**src/rtl/mem_arbiter.sv**
```systemverilog
// mem_arbiter: round-robin sharing of one registered memory port (mem_*) between I-cache line reads (i_*) and D-cache line reads/write-backs (d_*); clk, async active-high rst
module mem_arbiter #(
    parameter int ADDR_W = 28,
    parameter int DATA_W = 128
) (
    input  logic              clk,
    input  logic              rst,
    input  logic              i_read,
    input  logic [ADDR_W-1:0] i_addr,
    output logic [DATA_W-1:0] i_rdata,
    output logic              i_ready,
    input  logic              d_read,
    input  logic              d_write,
    input  logic [ADDR_W-1:0] d_addr,
    input  logic [DATA_W-1:0] d_wdata,
    output logic [DATA_W-1:0] d_rdata,
    output logic              d_ready,
    output logic              mem_read,
    output logic              mem_write,
    output logic [ADDR_W-1:0] mem_addr,
    output logic [DATA_W-1:0] mem_wdata,
    input  logic [DATA_W-1:0] mem_rdata,
    input  logic              mem_ready
);
    typedef enum logic [1:0] {IDLE, SERVE_I, SERVE_D} state_t;
    state_t state, state_nx;
    logic last_d, d_req, grant_d, grant_i;
    assign d_req   = d_read | d_write;
    assign grant_d = d_req & (~i_read | ~last_d);
    assign grant_i = i_read & ~grant_d;
    always_ff @(posedge clk or posedge rst)
        if (rst) begin
            state     <= IDLE;
            last_d    <= 1'b1;
            mem_read  <= 1'b0;
            mem_write <= 1'b0;
            mem_addr  <= '0;
            mem_wdata <= '0;
        end else begin
            state <= state_nx;
            if (state == IDLE && (grant_i || grant_d)) begin
                last_d    <= grant_d;
                mem_read  <= grant_i | ~d_write;
                mem_write <= grant_d & d_write;
                mem_addr  <= grant_d ? d_addr : i_addr;
                mem_wdata <= grant_d ? d_wdata : '0;
            end else if (state != IDLE && mem_ready) begin
                mem_read  <= 1'b0;
                mem_write <= 1'b0;
            end
        end
    always_comb
        state_nx = (state == IDLE) ? (grant_d ? SERVE_D : grant_i ? SERVE_I : IDLE)
                                   : (mem_ready ? IDLE : state);
    always_comb begin
        i_ready = (state == SERVE_I) && mem_ready;
        d_ready = (state == SERVE_D) && mem_ready;
        i_rdata = (state == SERVE_I) ? mem_rdata : '0;
        d_rdata = (state == SERVE_D) ? mem_rdata : '0;
    end
endmodule

```
**config.mk**
```make
export PLATFORM = sky130hd
export DESIGN_NAME = mem_arbiter
export DESIGN_NICKNAME = d
export VERILOG_FILES = /design/src/rtl/mem_arbiter.sv
export SDC_FILE = /design/constraint.sdc
export NUM_CORES = 1
export LEC_CHECK = 0
export BUFFER_PORTS_ARGS = -buffer_cell sky130_fd_sc_hd__buf_2
export CAP_MARGIN = 20
export CELL_PAD_IN_SITES_DETAIL_PLACEMENT = 2
export CELL_PAD_IN_SITES_GLOBAL_PLACEMENT = 2
export CORE_AREA = 3 3 288 290
export CTS_BUF_LIST = sky130_fd_sc_hd__clkbuf_8
export CTS_CLUSTER_DIAMETER = 200
export DETAILED_ROUTE_END_ITERATION = 6
export DIE_AREA = 0 0 291 293
export PLACE_DENSITY_LB_ADDON = 0.1
export SKIP_CTS_REPAIR_TIMING = 1
export SLEW_MARGIN = 20
export SYNTH_ARGS = -nofsm -noshare
export SYNTH_HDL_FRONTEND = slang
export SYNTH_SLANG_ARGS = --single-unit
```
**constraint.sdc**
```tcl
create_clock -name clk -period 12.6 [get_ports clk]
set_clock_uncertainty 0.05 [all_clocks]
set_input_delay 1.26 -clock clk [delete_from_list [all_inputs] [get_ports clk]]
set_output_delay 1.26 -clock clk [all_outputs]
set_load 0.005 [all_outputs]
```
==> results_dict.tcl <==
set metrics [dict create \
    detail_route.wl_per_cell_um 22.7 \
    syn_inst 683 \
    synth_compound_gate_area_share 0.151 \
    dieArea_um2 85300 \
    max_stage_delay_ps 670 \
    ys_types 22 \
    whs_ps 457 \
    synth_top_area_cell "dfrtp_1" \
    slowest_stage "nor2b_4" \
    setup_viol 0 \
    h-tree-depth 4 \
    rsz0062_at_grt "false" \
    muxShareOfSynthArea 0.0821 \
    synth_edf_count 0 \
    post-route-period-util 0.332 \
    synth_area_leaders "dfrtp_1, and2_1, a22o_1" \
    ys_seq_elements 161 \
    worstReg2RegStart "state[1]" \
    die_height_um 293 \
    cts.path.max_buffers 2 \
    syn_area_per_cell_um2 11.4 \
    dp_hpwl_mm 45.6 \
    synth_top_family_by_area "simple AND/OR/NAND/NOR gates" \
    crit_fanout 78 \
    fp-row-count 104 \
    async_flop_share 1.00 \
    p_leak_nw 7.13 \
    hold_violations 0 \
    clk_pin_slew_ps 110 \
    synthXorXnorAreaFrac 0 \
    cts_tree "done" \
    slew_headroom 0.297 \
    finalNetCount 1700 \
    drv_cap 0 \
    cp-start-kind "flip-flop" \
    clkSinkCount 161 \
    yosys.area_share.simple 0.213 \
    fin_crit_ps 4180 \
    final_util 0.163 \
    drtAntennaViolNets 0 \
    grt_pass1_wl_mm 77.3 \
    num-fill-cells 9456 \
    fp.dieW_um 291 \
    placed_cell_area_um2 12700 \
    gp_congestion 0.788 \
    irDropWorstVdd_mv 0.160 \
    synth_common_cells "and2_1, dfrtp_1, a22o_1" \
    outcome "finished clean" \
    drv_slew 0 \
    antenna_found_initial 41 \
    drt_iter0_drc 164 \
    syn_area_um2 7800 \
    dp_cells 2423 \
    synth.top_cell.area_share 0.513 \
    seqCellArea_um2 4030 \
    yosysWarnings 0 \
    hold_class "flip-flop to flip-flop" \
    track_usage 0.127 \
    crit_end "i_rdata[66]" \
    core_area_um2 80500 \
    p_per_area_nw_per_um2 207 \
    timing.setup.tns_ps 0 \
    via_per_inst 3.40 \
    seq_area_frac_synth 0.517 \
    r2r_slack_ps 10000 \
    grt_overflow 0 \
    dr_total_vias 8377 \
    grt_max_degree 160 \
    io-pin-count 734 \
    cp.required_ps 11290 \
    firstDrtPassIters 4 \
    cp_cell_sequence "nor2b_4 -> buf_16 -> buf_4 -> and2_1 -> buf_2" \
    endpoint_kind "primary output" \
    port_buffers 733 \
    grt_pass1_vias 9329 \
    r2r.worst_path.cells 4 \
    clockRootBuffer "clkbuf_8" \
    synth_fa_ha_area_frac 0 \
    syn2layout_area_growth_pct 68.2 \
    r2r-end "mem_wdata[69]" \
    final_cells 2463 \
    wirelength_mm 55.8 \
    initial_core_util 0.0968 \
    arrival_ps 2870 \
    cts_buffers 17 \
    fin_area_um2 13100 \
    place_ws_ps 8910 \
    synth_most_common_cell "and2_1" \
    critical_path_class "flip-flop to primary output" \
    syn-num-nets 1001 \
    fin_ws_ps 8420 \
    crit_start "state[0]" \
    worstSkewPairLatency_ps 530 \
    multi_input_area_um2 3530 \
    synth_ff_type "dfrtp_1" \
    max_freq_mhz 239 \
    power_mw 2.71 \
    tightestPinTransition_ps 1060 \
    drive_above_1_share 0.594 \
    drc 0 \
]
==> how the worst min path moves through the flow <==
stage                         startpoint              to  slack, ps  cells after the start
final                      mem_wdata[28]   mem_wdata[28]        460                      1
after global routing       mem_wdata[28]   mem_wdata[28]        480                      1
after CTS                  mem_wdata[28]   mem_wdata[28]        470                      1
after detailed placement  mem_wdata[121]  mem_wdata[121]        440                      1
after global placement    mem_wdata[115]  mem_wdata[115]        430                      1
after floorplan             mem_wdata[0]    mem_wdata[0]        450                      1
==> power breakdown <==
| part | total, mW | internal [mW] | switching, mW |
|---|---|---|---|
| Clock | 0.436 | 0.157 | 0.279 |
| Combinational | 1.40 | 0.654 | 0.750 |
| Sequential | 0.873 | 0.744 | 0.129 |
| Total | 2.71 | 1.55 | 1.16 |
==> flip-flops by register name, summed over array words and instances, names as in the netlist <==
signal,count
last_d,1
state,2
mem_addr,28
mem_read,1
mem_wdata,128
mem_write,1
==> cell families after synthesis <==
logic type,Yosys count
AO/OA/AOI/OAI,135
flip-flops,161
AND/OR/NAND/NOR,266
buffers and inverters,64
multiplexers,57
==> per-layer routing <==
layer,vias to the layer above,wire length [um],GRT usage
met5,-,209,0
met4,28,769,0.0239
met3,91,5540,0.0630
met2,439,29600,0.239
met1,4062,19700,0.125
li1,3757,-,-
==> final cells by class <==
cell class,count,share of cell area
multi-input cells,458,0.269
diodes,8,0.00153
repair buffers,742,0.287
flip-flops and latches,161,0.307
well taps,1060,0.101
clock buffers,17,0.0178
inverters,2,0.000954
clock inverters,15,0.0152
==> cell usage in the layout, fill, tap and decap left out <==
cell and instances:
nor3_4 1, mux2i_1 1, buf_2 733, diode_2 8, buf_16 1, a32o_1 1, a22o_1 128, o21ai_0 1
inv_6 3, o2bb2ai_4 1, inv_8 3, inv_1 1, nor2b_4 2, buf_12 1, a21o_1 2, mux2_1 9
mux2_2 47, buf_4 7, and3_1 1, nand2_1 2, dfrtp_1 160, nor2_1 1, clkbuf_8 17, clkinv_8 6
o31ai_4 1, inv_12 2, and2_1 259, a31o_2 1, dfstp_2 1, clkinv_4 2
==> critical path, delay by kind of cell, from the launching register on <==
kind	cells	cell delay, ps
buf+inv	3	840
simple gates	2	900
flops	1	520
No activity file was read; power rests on OpenSTA's default activity.
